==> src/rtl/core_pkg.sv <==
// Shared types and constants for the TOY core front end.
package core_pkg;

  localparam logic [7:0] CORE_RESET_PC = 8'h10;

  typedef struct packed {
    logic [7:0]  pc;
    logic [15:0] instr;
  } ifq_entry_t;

endpackage

==> src/rtl/core_ifq_storage.sv <==
// Fetch queue entry array: one write port, one asynchronous read port.
module core_ifq_storage
  import core_pkg::*;
#(
  parameter int DEPTH = 4,
  localparam int AW = $clog2(DEPTH)
) (
  input  logic          clk_i,
  input  logic          we_i,
  input  logic [AW-1:0] waddr_i,
  input  ifq_entry_t    wdata_i,
  input  logic [AW-1:0] raddr_i,
  output ifq_entry_t    rdata_o
);

  ifq_entry_t mem_q [DEPTH];

  always_ff @(posedge clk_i) begin
    if (we_i) mem_q[waddr_i] <= wdata_i;
  end

  assign rdata_o = mem_q[raddr_i];

endmodule

==> src/rtl/core_ifq.sv <==
// Instruction fetch queue between imem and the dx stage.
// Define CORE_IFQ_BYPASS_EN to forward memory data to dx when empty.
module core_ifq
  import core_pkg::*;
#(
  parameter int         DEPTH    = 4,
  parameter logic [7:0] RESET_PC = CORE_RESET_PC,
  localparam int AW = $clog2(DEPTH),
  localparam int CW = $clog2(DEPTH + 1)
) (
  input  logic          clk_i,
  input  logic          arst_i,
  input  logic          exec_i,
  input  logic          flush_i,
  input  logic [7:0]    flush_pc_i,
  output logic          mem_val_o,
  output logic [7:0]    mem_addr_o,
  input  logic          mem_rdy_i,
  input  logic [15:0]   mem_data_i,
  output logic          out_val_o,
  input  logic          out_rdy_i,
  output logic [7:0]    out_pc_o,
  output logic [15:0]   out_instr_o,
  output logic [CW-1:0] count_o
);

  logic [7:0]    fetch_pc_q, fetch_pc_d;
  logic [AW-1:0] wr_ptr_q, wr_ptr_d;
  logic [AW-1:0] rd_ptr_q, rd_ptr_d;
  logic [CW-1:0] count_q, count_d;

  logic       empty, full;
  logic       push, pop, byp, wr_en;
  ifq_entry_t head, wdata;

  assign empty = (count_q == '0);
  assign full  = (count_q == CW'(DEPTH));

  // No pop credit: a full queue stays closed even if dx pops now.
  assign mem_val_o  = ~arst_i & exec_i & ~flush_i & ~full;
  assign mem_addr_o = fetch_pc_q;
  assign push       = mem_val_o & mem_rdy_i;

`ifdef CORE_IFQ_BYPASS_EN
  assign byp   = empty & push;
  assign wr_en = push & ~(byp & out_rdy_i);
`else
  assign byp   = 1'b0;
  assign wr_en = push;
`endif

  assign out_val_o = (~empty | byp) & ~flush_i;
  assign pop       = out_val_o & out_rdy_i & ~empty;

  always_comb begin
    out_pc_o    = '0;
    out_instr_o = '0;
    if (byp) begin
      out_pc_o    = fetch_pc_q;
      out_instr_o = mem_data_i;
    end else if (!empty) begin
      out_pc_o    = head.pc;
      out_instr_o = head.instr;
    end
  end

  assign count_o = count_q;

  always_comb begin
    fetch_pc_d = fetch_pc_q;
    wr_ptr_d   = wr_ptr_q;
    rd_ptr_d   = rd_ptr_q;
    count_d    = count_q;
    if (flush_i) begin
      fetch_pc_d = flush_pc_i;
      wr_ptr_d   = '0;
      rd_ptr_d   = '0;
      count_d    = '0;
    end else begin
      if (push) fetch_pc_d = fetch_pc_q + 8'd1;
      if (wr_en) wr_ptr_d = wr_ptr_q + AW'(1);
      if (pop) rd_ptr_d = rd_ptr_q + AW'(1);
      unique case ({wr_en, pop})
        2'b10:   count_d = count_q + CW'(1);
        2'b01:   count_d = count_q - CW'(1);
        default: count_d = count_q;
      endcase
    end
  end

  always_ff @(posedge clk_i or posedge arst_i) begin
    if (arst_i) begin
      fetch_pc_q <= RESET_PC;
      wr_ptr_q   <= '0;
      rd_ptr_q   <= '0;
      count_q    <= '0;
    end else begin
      fetch_pc_q <= fetch_pc_d;
      wr_ptr_q   <= wr_ptr_d;
      rd_ptr_q   <= rd_ptr_d;
      count_q    <= count_d;
    end
  end

  assign wdata = '{pc: fetch_pc_q, instr: mem_data_i};

  core_ifq_storage #(
    .DEPTH(DEPTH)
  ) u_storage (
    .clk_i   (clk_i),
    .we_i    (wr_en),
    .waddr_i (wr_ptr_q),
    .wdata_i (wdata),
    .raddr_i (rd_ptr_q),
    .rdata_o (head)
  );

endmodule

==> config.mk <==
export PLATFORM = sky130hd
export DESIGN_NAME = core_ifq
export DESIGN_NICKNAME = d
export VERILOG_FILES = /design/src/rtl/core_pkg.sv /design/src/rtl/core_ifq_storage.sv /design/src/rtl/core_ifq.sv
export SDC_FILE = /design/constraint.sdc
export NUM_CORES = 1
export LEC_CHECK = 0
export ABC_AREA = 1
export CAP_MARGIN = 20
export CORE_UTILIZATION = 54
export DETAILED_ROUTE_END_ITERATION = 8
export GPL_TIMING_DRIVEN = 0
export HOLD_SLACK_MARGIN = 0.1
export PLACE_DENSITY_LB_ADDON = 0.15
export SLEW_MARGIN = 20
export SYNTH_ARGS = -nofsm -noshare
export SYNTH_HDL_FRONTEND = slang
export SYNTH_SLANG_ARGS = --single-unit
==> constraint.sdc <==
create_clock -name clk_i -period 5.69 [get_ports clk_i]
set_clock_uncertainty 0.1 [all_clocks]
set_input_delay 1.707 -clock clk_i [delete_from_list [all_inputs] [get_ports clk_i]]
set_output_delay 1.707 -clock clk_i [all_outputs]
set_load 0.01 [all_outputs]
# Word level (Yosys, flattened, before mapping)

Memory sizes are Yosys's and may differ from the RTL's.
Cells that the tools add are included.
Widths: inputs -> output; s select.

Flip-flop bits (word level): 15
RAM bits: 96
Bits of input ports: 30
Memories kept: 1

Add/subtract/negate cells: 5
Eq/ne operators: 3
Multiplexer cells: 12
Bitwise operators: 11
Reductions and logical operators: 4

Memories:

| memory          | words | width | read ports | clocked after memory_dff | wr ports | RTL line               | source |
|---|---|---|---|---|---|---|---|
| u_storage.mem_q | 4     | 24    | 1          | 0                        | 1        | core_ifq_storage.sv:16 | `ifq_entry_t mem_q [DEPTH];` |

Operators with widths:

| operator            | count |
|---|---|
| $mux 8              | 3 |
| $mux 16             | 1 |
| $add 8x1->8 const B | 1 |
| $mux 2              | 4 |
| $and 1x1->1         | 7 |
| $pmux 3 s2          | 1 |
| $add 2x1->2 const B | 2 |
| $not 1->1           | 4 |
| $reduce_bool 2->1   | 2 |
| $add 3x1->3 const B | 1 |
| $eq 3x3->1 const B  | 1 |
| $logic_not 3->1     | 1 |
| $mux 3              | 1 |
| $reduce_bool 3->1   | 1 |
| $sub 3x1->3 const B | 1 |
| $eq 2x1->1 const B  | 1 |
| $eq 2x2->1 const B  | 1 |
| $mux 1              | 2 |

# Longest topological paths before layout

Depth after elaboration: 8
Gate-level depth with buffers: 12
Mapped depth without buffers: 12

# Modules after synthesis

From an unflattened synthesis, not the netlist that was laid out.

Cell total of the unflattened synthesis: 548
Area, all modules: 5,167.5 sq um

Modules (own cells, without submodules):

| module           | instances | cells each | area each (sq um) |
|---|---|---|---|
| core_ifq_storage | 1         | 384        | 4,057.6 |
| core_ifq         | 1         | 164        | 1,109.8 |

# Worst setup path before layout

No wires, ideal clock.

Kind: input-to-output
Start point: in arst_i
End point: out mem_val_o
Arrival: 2.249 ns
Setup slack: 1.634 ns
Stages on the path: 5
Cell sequence: inv_2 nand2_1 nor2_2 nand2_1 inv_1

Word-level cells in the longest chain between the ends: 4

RTL lines:

| element                  | RTL line       | source |
|---|---|---|
| start: declaration       | core_ifq.sv:12 | `input logic arst_i,` |
| $not 1->1                | core_ifq.sv:40 | `assign mem_val_o = ~arst_i & exec_i & ~flush_i & ~full;` |
| $and 1x1->1 (3 in a row) | core_ifq.sv:40 |  |
| end: declaration         | core_ifq.sv:16 | `output logic mem_val_o,` |

Every way passes these cells.

# Final worst setup path

Same ends and word-level chain as after synthesis.

==> summary.txt <==
Setup path
  – Critical Path RT: 3.88 ns
  – Startpoint types: input pin
  – CP arrival: 3.28 ns
  – R2R Path Start: count_o[0]$_DFFE_PP0P_
  – R2r worst-path depth: 12
  – CP Capture Type: primary output
  – CP max FO: 16
  – R2r endpoint: count_o[2]$_DFFE_PP0P_
  – CP startpoint: arst_i
  – WS Path Type: in2out
  – FF-to-FF setup slack: 3.63 ns
  – CP endpoint: mem_val_o

Timing
  – Endpoints failing hold: 0
  – Hold WS: 0.495 ns
  – Fmax: 0.197 GHz
  – Slew Viols, Final: 0
  – Relative slew slack: 0.500
  – RSZ-0062 raised after global routing: false
  – Fin Setup TNS: 0 ns
  – Worst-margin pin slew: 0.749 ns
  – Post-route worst setup slack: 0.604 ns
  – Final period util: 0.894
  – Setup-failing EPs final: 0
  – Fin crit period: 5.09 ns

Clocking
  – Hold_buf cts: 0
  – CTS clk-pin slew, worst paths: 0.08 ns
  – CTS root buffer: clkbuf_8
  – CTS resizes: 0
  – CTS tree: yes
  – Bufs on Longest Clock Path: 2
  – CTS buffer count: 9
  – Clock Latency Late Sink: 0.37 ns
  – H-tree levels: 3
  – Clk sink count: 111
  – Post-CTS Setup Bufs: 0

Power
  – Comb pwr share: 0.352
  – Power Internal: 1460 µW
  – Sw frac: 0.325
  – Maximum vdd drop: 0.000163 V
  – PwrDens: 376 nW/µm²
  – Leakage Power: 0.00210 µW
  – P_sw: 706 µW
  – Clock power frac: 0.210
  – Reg power frac: 0.438

Floorplanning
  – Chip height: 95.2 µm
  – Row count: 33
  – Horiz. Die Dim: 95.2 µm
  – I/O Pins: 67
  – Initial Util: 0.565
  – Core area: 8300 µm²
  – Die area: 9060 µm²

GRT
  – Grt met3 use: 0.0423
  – GR Layer Usage met2: 0.385
  – Total GRT Usage: 0.235
  – Grt met1 use: 0.319
  – Vias in the first global route: 3112
  – Initial antenna violation count: 0
  – GRT Max-Usage Layer: met2
  – Global-route wire length before repair: 15.4 mm
  – Largest net degree at the start of global routing: 25
  – Grt total ovfl: 0

Synthesis
  – Largest area contributor in the netlist: edfxtp_1
  – Synthesized area per cell: 11.5 µm²
  – Asr flop ratio synth: 0.135
  – Post-synthesis register bit count: 111
  – Unique masters post-synth: 31
  – Synth warn: 0
  – Syn Inst Count: 408
  – Post-synth EDFFs: 96
  – Primary FF master, synth: edfxtp_1
  – Netlist area before placement: 4690 µm²
  – Top post-synthesis cells by area: edfxtp_1, nor2_1, dfrtp_1
  – Seq/Total Area, Yosys: 0.695
  – Top cell type's share of synthesized area: 0.615
  – Commonest cells post-synth: nor2_1, edfxtp_1, o21ai_0
  – Most numerous cell in the Yosys netlist: nor2_1
  – Synth Net Count: 444

Drt
  – Drt first pass iters: 5
  – Post-route ant nets: 0
  – Vias per cell: 5.32
  – Vias: 3182
  – 1st-iter DRT viols: 210
  – Residual DRC: 0
  – Drt wl/cell: 15.9 µm
  – WL final: 9.49 mm

Place
  – DP HPWL: 6.01 mm
  – Placed Cells: 582
  – PortBufs: 66
  – Place WS: 0.580 ns
  – Routability cong.: 0.802

Cells and area
  – Antenna diodes: 0
  – Util after Layout: 0.696
  – # fillers: 576
  – Non-Filler Instances: 598
  – Final #Nets: 524
  – Share of layout cells above drive strength 1: 0.0994
  – P&R area growth vs syn: 23.1%

Job
  – Max Cap Viol: 0

Run status
  – Outcome: complete, no violations

Min path
  – Hold_sp: mem_addr_o[4]$_DFFE_PP1P_
  – Hold Crit Class: reg2reg
[critical path, cell delays in order]
cell	delay [ns]
clkdlybuf4s50_1	0.41
inv_2	0.29
nand2_1	0.11
nor2_2	0.13
nand2_1	0.06
inv_1	0.05
clkdlybuf4s50_1	0.52
[logic make-up (layout without fill, tap and decap cells)]
family | count (synthesis) | after routing | share of synthesized area
and+or+nand+nor | 163 | 163 | 0.145
xor gates and xnor gates | 6 | 6 | 0.0112
DFF | 111 | 111 | 0.695
buffers and inverters | 40 | 125 | 0.0403
adders and majority gates | 6 | 6 | 0.0176
AOI/OAI and AO/OA | 82 | 82 | 0.0913
[stage by stage]
step | power, µW | area, µm²
floorplan | 1360 | 4690
global placement | 1720 | 5480
detailed placement | 1730 | 5590
CTS | 2180 | 5770
global route | 2290 | 5770
finish | 2170 | 5770
[flip-flops by register name, summed over array words and instances (netlist names)]
name	count
mem_addr_o	8
rd_ptr_q	2
count_o	3
u_storage.mem_q	96
wr_ptr_q	2
[final cells by class]
| type | count | area (µm²) | area share |
|---|---|---|---|
| Sequential cell | 111 | 3260 | 0.564 |
| Timing Repair Buffer | 69 | 736 | 0.127 |
| Clock buffer | 11 | 131 | 0.0228 |
| Buffer | 19 | 105 | 0.0182 |
| Multi-Input combinational cell | 257 | 1270 | 0.220 |
| Clock inverter | 5 | 56.3 | 0.00975 |
| Tap cell | 105 | 131 | 0.0228 |
| Inverter | 21 | 83.8 | 0.0145 |
[how the worst min path moves through the flow]
stage | cells after the start | slack [ns] | to
floorplan | 2 | 0.45 | mem_addr_o[4]$_DFFE_PP1P_
global placement | 2 | 0.47 | mem_addr_o[4]$_DFFE_PP1P_
detailed placement | 2 | 0.48 | mem_addr_o[4]$_DFFE_PP1P_
CTS | 2 | 0.49 | mem_addr_o[4]$_DFFE_PP1P_
global route | 2 | 0.51 | mem_addr_o[4]$_DFFE_PP1P_
finish | 2 | 0.50 | mem_addr_o[4]$_DFFE_PP1P_
[cells in the final DEF, fill, tap and decap left out, drive strengths merged, types with 2 or more instances in the layout]
master,synthesis,final
nand3b,2,2
xnor2,3,3
nand3,11,11
o211ai,4,4
clkinv,0,2
a21oi,24,24
nor2,106,106
dfrtp,14,14
clkbuf,7,18
o21ai,52,52
edfxtp,96,96
buf,12,15
clkdlybuf4s50,0,66
ha,5,5
xor2,3,3
inv,21,23
nand2,43,43
[power groups by stage]
| stage | registers (µW) | logic [µW] | clock network (µW) |
|---|---|---|---|
| 3_5_place_dp | 968 | 764 | 0 |
| 4_1_cts | 950 | 772 | 459 |
| 6_report | 950 | 764 | 456 |
| 5_1_grt | 956 | 841 | 488 |
| 2_1_floorplan | 967 | 393 | 0 |
| 3_3_place_gp | 966 | 751 | 0 |
[layer usage]
layer | vias up | wire length (µm)
li1 | 1561 | -
met1 | 1490 | 4160
met2 | 118 | 4650
met3 | 13 | 563
met4 | 0 | 116
met5 | - | 0
(Power assumes the default switching activity.)
